File: src/rtl/vga_board_renderer.sv
// vga_board_renderer: VGA timing generator that draws a Tetris board of
// 2-bit colour-coded cells plus a 4x4-mask falling piece, RGB332 output.
// Board and piece are snapshotted once per frame, so a frame never tears.
// rgb/hsync/vsync lag the pixel counters by two clocks and stay aligned.
// Optional build macro: VGA_GRID_LINES_EN draws grey grid lines on cell edges.
module vga_board_renderer #(
    parameter int unsigned H_ACTIVE = 640,
    parameter int unsigned H_FP     = 16,
    parameter int unsigned H_SYNC   = 96,
    parameter int unsigned H_BP     = 48,
    parameter int unsigned V_ACTIVE = 480,
    parameter int unsigned V_FP     = 10,
    parameter int unsigned V_SYNC   = 2,
    parameter int unsigned V_BP     = 33,
    parameter int unsigned BOARD_W  = 10,
    parameter int unsigned BOARD_H  = 20,
    parameter int unsigned CELL     = 16,
    parameter int unsigned BOARD_X0 = 240,
    parameter int unsigned BOARD_Y0 = 80
) (
    input  logic                           clk,
    input  logic                           rst_n,
    input  logic [2*BOARD_W*BOARD_H-1:0]   board,
    input  logic [7:0]                     piece_x,
    input  logic [7:0]                     piece_y,
    input  logic [15:0]                    piece_mask,
    input  logic [7:0]                     piece_rgb,
    output logic [7:0]                     rgb,
    output logic                           hsync,
    output logic                           vsync,
    output logic                           frame_start
);

    localparam int unsigned H_TOTAL  = H_ACTIVE + H_FP + H_SYNC + H_BP;
    localparam int unsigned V_TOTAL  = V_ACTIVE + V_FP + V_SYNC + V_BP;
    localparam int unsigned XW       = $clog2(H_TOTAL);
    localparam int unsigned YW       = $clog2(V_TOTAL);
    localparam int unsigned SW       = $clog2(CELL);
    localparam int unsigned BRD_BITS = 2 * BOARD_W * BOARD_H;

    // Timing and cell-tracking state
    logic [XW-1:0] x_q, x_d;
    logic [YW-1:0] y_q, y_d;
    logic [SW-1:0] sx_q, sx_d, sy_q, sy_d;
    logic [7:0]    cx_q, cx_d, cy_q, cy_d;
    logic          frame_start_q;

    // Per-frame shadow copy of the game-logic inputs
    logic [BRD_BITS-1:0] board_sh_q;
    logic [7:0]          px_sh_q, py_sh_q, prgb_sh_q;
    logic [15:0]         mask_sh_q;

    // Pipeline stage 1 and stage 2 registers
    logic [1:0] code_q;
    logic       hit_q, inreg_q, hs1_q, vs1_q;
    logic [7:0] rgb_q;
    logic       hsync_q, vsync_q;
`ifdef VGA_GRID_LINES_EN
    logic       grid_q;
    logic       grid_c;
`endif

    // Stage-1 lookup signals
    logic        in_region_c, hs_raw_c, vs_raw_c, hit_c;
    logic [31:0] cell_idx_c, cell_sel_c;
    logic [7:0]  dx_c, dy_c;
    logic [1:0]  code_c;
    logic [7:0]  rgb_d;

    // Next pixel position and divider-free cell/sub-cell tracking
    always_comb begin
        x_d  = x_q + XW'(1);
        y_d  = y_q;
        sx_d = sx_q + SW'(1);
        cx_d = cx_q;
        sy_d = sy_q;
        cy_d = cy_q;
        if (x_q == XW'(H_TOTAL - 1)) begin
            x_d = '0;
            y_d = (y_q == YW'(V_TOTAL - 1)) ? '0 : y_q + YW'(1);
        end
        if (x_d == XW'(BOARD_X0)) begin
            sx_d = '0;
            cx_d = '0;
        end else if (sx_q == SW'(CELL - 1)) begin
            sx_d = '0;
            cx_d = cx_q + 8'd1;
        end
        if (x_q == XW'(H_TOTAL - 1)) begin
            if (y_d == YW'(BOARD_Y0)) begin
                sy_d = '0;
                cy_d = '0;
            end else if (sy_q == SW'(CELL - 1)) begin
                sy_d = '0;
                cy_d = cy_q + 8'd1;
            end else begin
                sy_d = sy_q + SW'(1);
            end
        end
    end

    // Region test, raw syncs, board cell lookup and piece-mask hit for the current pixel
    always_comb begin
        in_region_c = (x_q >= XW'(BOARD_X0)) && (x_q < XW'(BOARD_X0 + BOARD_W * CELL)) &&
                      (y_q >= YW'(BOARD_Y0)) && (y_q < YW'(BOARD_Y0 + BOARD_H * CELL)) &&
                      (x_q < XW'(H_ACTIVE)) && (y_q < YW'(V_ACTIVE));
        hs_raw_c    = !((x_q >= XW'(H_ACTIVE + H_FP)) && (x_q < XW'(H_ACTIVE + H_FP + H_SYNC)));
        vs_raw_c    = !((y_q >= YW'(V_ACTIVE + V_FP)) && (y_q < YW'(V_ACTIVE + V_FP + V_SYNC)));
        cell_idx_c  = 32'(cy_q) * 32'(BOARD_W) + 32'(cx_q);
        cell_sel_c  = in_region_c ? cell_idx_c : 32'd0;
        code_c      = board_sh_q[2 * cell_sel_c +: 2];
        dx_c        = cx_q - px_sh_q;
        dy_c        = cy_q - py_sh_q;
        hit_c       = (dx_c < 8'd4) && (dy_c < 8'd4) && mask_sh_q[{dy_c[1:0], dx_c[1:0]}];
`ifdef VGA_GRID_LINES_EN
        grid_c      = (sx_q == '0) || (sy_q == '0);
`endif
    end

    // Stage-2 colour select: piece over grid over board palette, black outside
    always_comb begin
        rgb_d = 8'h00;
        if (inreg_q) begin
            case (code_q)
                2'd0:    rgb_d = 8'hF0;
                2'd1:    rgb_d = 8'h03;
                2'd2:    rgb_d = 8'h1C;
                default: rgb_d = 8'hE0;
            endcase
`ifdef VGA_GRID_LINES_EN
            if (grid_q) rgb_d = 8'h49;
`endif
            if (hit_q) rgb_d = prgb_sh_q;
        end
    end

    // Counters, frame snapshot and two-stage output pipeline
    always_ff @(posedge clk) begin
        if (!rst_n) begin
            x_q           <= '0;
            y_q           <= '0;
            sx_q          <= '0;
            cx_q          <= '0;
            sy_q          <= '0;
            cy_q          <= '0;
            frame_start_q <= 1'b0;
            board_sh_q    <= '0;
            px_sh_q       <= '0;
            py_sh_q       <= '0;
            mask_sh_q     <= '0;
            prgb_sh_q     <= '0;
            code_q        <= '0;
            hit_q         <= 1'b0;
            inreg_q       <= 1'b0;
            hs1_q         <= 1'b1;
            vs1_q         <= 1'b1;
            rgb_q         <= 8'h00;
            hsync_q       <= 1'b1;
            vsync_q       <= 1'b1;
`ifdef VGA_GRID_LINES_EN
            grid_q        <= 1'b0;
`endif
        end else begin
            x_q           <= x_d;
            y_q           <= y_d;
            sx_q          <= sx_d;
            cx_q          <= cx_d;
            sy_q          <= sy_d;
            cy_q          <= cy_d;
            // high exactly while the counters sit at (0, V_ACTIVE)
            frame_start_q <= (x_d == '0) && (y_d == YW'(V_ACTIVE));
            if (frame_start_q) begin
                board_sh_q <= board;
                px_sh_q    <= piece_x;
                py_sh_q    <= piece_y;
                mask_sh_q  <= piece_mask;
                prgb_sh_q  <= piece_rgb;
            end
            code_q        <= code_c;
            hit_q         <= hit_c;
            inreg_q       <= in_region_c;
            hs1_q         <= hs_raw_c;
            vs1_q         <= vs_raw_c;
            rgb_q         <= rgb_d;
            hsync_q       <= hs1_q;
            vsync_q       <= vs1_q;
`ifdef VGA_GRID_LINES_EN
            grid_q        <= grid_c;
`endif
        end
    end

    assign rgb         = rgb_q;
    assign hsync       = hsync_q;
    assign vsync       = vsync_q;
    assign frame_start = frame_start_q;

endmodule

File: config.mk
export PLATFORM = sky130hd
export DESIGN_NAME = vga_board_renderer
export DESIGN_NICKNAME = d
export VERILOG_FILES = /design/src/rtl/vga_board_renderer.sv
export SDC_FILE = /design/constraint.sdc
export NUM_CORES = 1
export LEC_CHECK = 0
export CAP_MARGIN = 5
export CORE_ASPECT_RATIO = 1.2
export CORE_MARGIN = 4
export CORE_UTILIZATION = 30
export CTS_BUF_LIST = sky130_fd_sc_hd__clkbuf_2 sky130_fd_sc_hd__clkbuf_4 sky130_fd_sc_hd__clkbuf_8
export CTS_CLUSTER_DIAMETER = 40
export CTS_CLUSTER_SIZE = 24
export DETAILED_ROUTE_END_ITERATION = 8
export GPL_TIMING_DRIVEN = 0
export PLACE_DENSITY = 0.58
export SLEW_MARGIN = 20
export SYNTH_ARGS = -nofsm -noshare
export SYNTH_HDL_FRONTEND = slang
export SYNTH_SLANG_ARGS = --single-unit
export TNS_END_PERCENT = 50
File: constraint.sdc
create_clock -name clk -period 3.1 [get_ports clk]
set_input_delay 0.465 -clock clk [delete_from_list [all_inputs] [get_ports clk]]
set_output_delay 0.465 -clock clk [all_outputs]
set_load 0.005 [all_outputs]
# [After elaboration in Yosys (flattened, before gate mapping)]
# Cells that the tools add are included.
[word_totals] reg_bits=501 input_bits=442 out_inout_bits=11 word_cells=85
[classes] n_addsub=9 n_mul=1 magnitude_cmp=13 eq_ne=9 n_shift=1 n_mux=12 bitwise=1 n_reduce_logical=19
[op_table] operator="$shiftx A400 B15 Y2" count=1
[op_table] operator="$lt A10 B9 Y1 const B" count=4
[op_table] operator="$mux W10" count=3
[op_table] operator="$mux W8" count=3
[op_table] operator="$pmux W8 S3" count=1
[op_table] operator="$add A10 B1 Y10 const B" count=2
[op_table] operator="$eq A10 B10 Y1 const B" count=2
[op_table] operator="$lt A10 B10 Y1 const B" count=2
[op_table] operator="$add A8 B1 Y8 const B" count=2
[op_table] operator="$lt A8 B3 Y1 const B" count=2
[op_table] operator="$sub A8 B8 Y8" count=2
[op_table] operator="$add A12 B8 Y13" count=1
[op_table] operator="$mux W13" count=1
[op_table] operator="$mul A8 B3 Y11 const B" count=1
[op_table] operator="$eq A10 B7 Y1 const B" count=1
[op_table] operator="$eq A10 B8 Y1 const B" count=1
[op_table] operator="$eq A10 B9 Y1 const B" count=1
[op_table] operator="$ge A10 B10 Y1 const B" count=1
[op_table] operator="$ge A10 B7 Y1 const B" count=1
[op_table] operator="$ge A10 B8 Y1 const B" count=1
[op_table] operator="$ge A10 B9 Y1 const B" count=1
[op_table] operator="$logic_and A1 B1 Y1" count=10
[op_table] operator="$logic_not A10 Y1" count=1
[op_table] operator="$add A4 B1 Y4 const B" count=2
[op_table] operator="14 further kinds" count=18

# [Depth between registers and ports, before layout]
[logic_depth] depth_word=8 ltp_mapped=16

# [Worst setup path before layout]
# No wires, ideal clock.
[synth_path] path_kind="reg2reg" start="register cx_q[0]" end="register hit_q" setup_time_ns=0.119 t_arrival_ns=3.262 path_slack_ns=-0.281 stages_incl_launch_ff=12 n_path_buf=3 synth_period_minus_slack_ns=3.381 path_cell_list="dfxtp_1 -> inv_1 -> clkbuf_1 -> clkbuf_1 -> clkbuf_1 -> ha_1 -> inv_1 -> fa_1 -> mux4_2 -> mux4_2 -> nand4_1 -> nor4_1"
[synth_via] elab_chain_cells=4 elab_cells_between_ends=6
[synth_rtl] item="start, declared" line="45" source="logic [7:0] cx_q, cx_d, cy_q, cy_d;"
[synth_rtl] item="start signal, assigned" line="143" source="cx_q <= '0;"
[synth_rtl] item="start signal, assigned" line="167" source="cx_q <= cx_d;"
[synth_rtl] item="$sub A8 B8 Y8 (*)" line="112" source="dx_c = cx_q - px_sh_q;"
[synth_rtl] item="$lt A8 B3 Y1 or $bmux W1 S4 (tied branches)" line="114" source="hit_c = (dx_c < 8'd4) && (dy_c < 8'd4) && mask_sh_q[{dy_c[1:0], dx_c[1:0]}];"
[synth_rtl] item="$logic_and A1 B1 Y1 or $mux W1 (tied branches)" line="114"
[synth_rtl] item="$logic_and A1 B1 Y1 (*)" line="114"
[synth_rtl] item="end signal, assigned" line="180" source="hit_q <= hit_c;"
[synth_rtl] item="end, declared" line="55" source="logic hit_q, inreg_q, hs1_q, vs1_q;"
# Mark *: on every way between the ends. The rest lies on a longest branch, timed or not. The select of a mux whose other input is x is not followed.
# A chain may end at the register's enable or synchronous reset.

# [Worst setup path in the final report]
[layout_path] start="register cy_q[1]" end="register code_q[0]"
[layout_via] elab_chain_cells=4
[layout_rtl] item="start, declared" line="45"
[layout_rtl] item="start signal, assigned" line="169" source="cy_q <= cy_d;"
[layout_rtl] item="$mul A8 B3 Y11" line="109" source="cell_idx_c = 32'(cy_q) * 32'(BOARD_W) + 32'(cx_q);"
[layout_rtl] item="$add A12 B8 Y13" line="109"
[layout_rtl] item="$mux W13" line="110" source="cell_sel_c = in_region_c ? cell_idx_c : 32'd0;"
[layout_rtl] item="$shiftx A400 B15 Y2" line="111" source="code_c = board_sh_q[2 * cell_sel_c +: 2];"
[layout_rtl] item="end signal, assigned" line="179" source="code_q <= code_c;"
[layout_rtl] item="end, declared" line="54" source="logic [1:0] code_q;"
# No other way between the ends.

==> metrics <==
drt total wl 111000 um; post-synthesis compound-gate area fraction 8.94%; largest family of logic cells by synthesized area multiplexers; port bufs 452; Post-Synthesis Cells 2480; Die H 322 um; Die ar. 0.0868 mm2; worst vdd ir 0.000293 V; Final WS setup -0.216 ns; most common cell in the netlist mux2i_1; fin nets 3595; status finished with violations; worst endpoint required time 3.69 ns; vias in the first global route 22100; Non-Filler Instances 4229; DRT iter0 DRCs 1735; Adder-Cell Fraction of Synth Area 2.61%; predominant post-synthesis flop cell dfxtp_1; TritonCTS buffer count 92; worst-margin pin slew 1.20 ns; Placed Cells 3978; post-synth top area cell dfxtp_1; Critical Path Max Stage Delay 0.49 ns; Clock Skew 0.0349 ns; largest net degree at the start of global routing 14; RSZ-0062 raised after global routing true; CP Cell Sequence buf_4 -> inv_1 -> fa_2 -> clkinv_4 -> nand2_4 -> or3_1 -> buf_6 -> buf_6 -> o32ai_1 -> o21a_1 -> o21ai_0 -> o211ai_1 -> a32o_2 -> nor3_2; slowest CP cell fa_2; Die X 270 um; Max Slew Vio Count 0; Top cell by count, worst path buf_6; Total Routing Usage GR 24.5%; Synth Area in XOR/XNOR 1.92%; synthesis-stage register bit count 501; final setup TNS -0.412 ns; largest cells by area after synthesis dfxtp_1, mux2i_1, nor2b_1, ha_1, mux4_2; Static Leak 10.9 nW; CTS tree built; gr ovfl total 0; multiplexer share of the synthesized area 23.7%; critical path class reg -> reg; Final ANT Viol Nets 0; Synth top area share 40.7%; Max Cap Viol 0; post-route DRC violation count 0; Hold Path Sink prgb_sh_q[1]; worst reg2reg setup slack -0.22 ns; cell family with most CP delay compound AO/OA/AOI/OAI gates; Hold WS 0.358 ns; Root Driver clkbuf_8; r2r startpoint cy_q[1]; initial antenna violation count 7; gpl congestion 0.913; CP Max Fanout 10; CP bufs+invs 5; core area 0.0810 mm2; cts hold-fix bufs 0; first-pass GRT wire length 155000 um; r2r worst-path depth 14; Longest Clk Path Bufs 3; fraction of registers with async set/reset 0%; routed vias/inst 5.12; min Tclk post-route 3.32 ns; EDFF count, synth 0; Worst-Skew Late Latency 0.73 ns; final worst path period share 107%; fraction of layout cells with a size suffix above 1 15.3%; post-synthesis cell type count 87; # setup viols final 2; Hold Path Depth 3; WL/cell 26.3 um; post-synthesis sequential area ratio 40.7%; Ys Warns 0; dpl hpwl 83300 um; Worst R2R End code_q[0]; mean post-synth cell area 9.93 um2; Synth Area in Simple Gates 18.4%; FP Rows 114; Starting Density 30.4%; arrival time of the worst setup path 3.90 ns; Hold Vio Cnt, Final 0; Power Density 421 mW/mm2; synthesized cell area 0.0246 mm2; vias 21600; synth cell count leaders mux2i_1, dfxtp_1, nor2b_1; min-delay src piece_rgb[1]; failing checks setup timing; HP Class in -> reg; syn nets 2971; startpoint types flop; htree depth 3; Rel. slew slack 20.2%; # clock sinks 501; Tot Pwr 14.5 mW; IO Count 453; FMAX 0.302 GHz; critical path depth 14; final core utilization 42.4%; area grow syn2layout 39.4%; drt first pass iters 7; clock transition at the registers of the reported paths 0.08 ns; endpoint class of the critical path flop
-- sequential cells by signal (all words and copies together), names as in the netlist, 4 cells and up --
signal,count
x_q,10
mask_sh_q,16
cx_q,8
rgb,8
sy_q,4
board_sh_q,400
sx_q,4
y_q,10
px_sh_q,8
cy_q,8
prgb_sh_q,8
py_sh_q,8
-- placed cells by master, fill, tap and decap left out, types with 35 or more instances in the layout --
master / Yosys / routed
o21ai_0: 49 / 46
a21oi_1: 74 / 70
clkdlybuf4s50_1: 0 / 452
nand2_1: 92 / 88
ha_1: 45 / 35
buf_1: 49 / 40
inv_1: 40 / 38
nand3_1: 40 / 35
dfxtp_1: 501 / 492
buf_4: 1 / 83
mux2i_1: 502 / 496
clkbuf_1: 93 / 69
clkbuf_8: 0 / 104
nor2_1: 67 / 59
nor2b_1: 455 / 455
-- worst reg2reg max path, cell delays in order (launching register included) --
cell and delay [ns]:
dfxtp_4 0.36, buf_4 0.14, inv_1 0.08, fa_2 0.49
clkinv_4 0.09, nand2_4 0.06, or3_1 0.32, buf_6 0.16
buf_6 0.18, o32ai_1 0.32, o21a_1 0.15, o21ai_0 0.09
o211ai_1 0.47, a32o_2 0.23, nor3_2 0.04
-- cells by family after synthesis --
group | after synthesis
AO/OA/AOI/OAI | 313
XOR/XNOR | 54
adder cells (fa/ha/maj) | 49
flip-flops | 501
AND/OR/NAND/NOR | 789
multiplexers | 554
buffers and inverters | 220
-- metrics by stage --
step	cell area, um2	setup slack, ns
after CTS	33900	-0.129
final	34300	-0.216
after global placement	30500	-2.20
after floorplan	24600	-0.0642
after detailed placement	30500	-1.84
after global routing	34300	-0.199
-- how the worst max path moves through the flow --
| stage | startpoint | end | slack [ns] |
|---|---|---|---|
| finish | cy_q[1] | code_q[0] | -0.22 |
| global route | x_q[4] | code_q[0] | -0.20 |
| CTS | cy_q[3] | code_q[0] | -0.13 |
| detailed placement | cx_q[1] | code_q[0] | -1.84 |
| global placement | cx_q[1] | code_q[0] | -2.20 |
| floorplan | cy_q[1] | code_q[0] | -0.06 |
-- power breakdown --
group          internal (mW)  switching (mW)
Clock                   3.82            3.29
Sequential              6.44         0.00688
Combinational          0.598           0.313
Total                   10.9            3.61
-- routing by layer --
layer	global-route usage, %	up-vias	routed length (um)
met2	41.6	950	52500
met3	5.65	281	7660
li1	-	10000	-
met4	12.2	2	6260
met5	0	-	9
met1	29.2	10400	44700
-- final cells by class --
cell class                 instances  area [um2]
tap                             1044        1310
clock inverter                    59         607
timing repair buffer             536        5240
sequential                       501       10100
antenna                            7        17.5
buffer                           173        1140
inverter                          41         161
fill                            8071       46700
clock buffer                     109        1450
multi-input combinational       1759       14400
-- repair_timing --
action,4_1_cts,5_1_grt
pin swaps,38,28
setup buffers,54,27
gates resized for setup,235,48
gates cloned,0,1
setup endpoints to repair,13,11
Note: power is estimated with default switching activity, not from simulation.
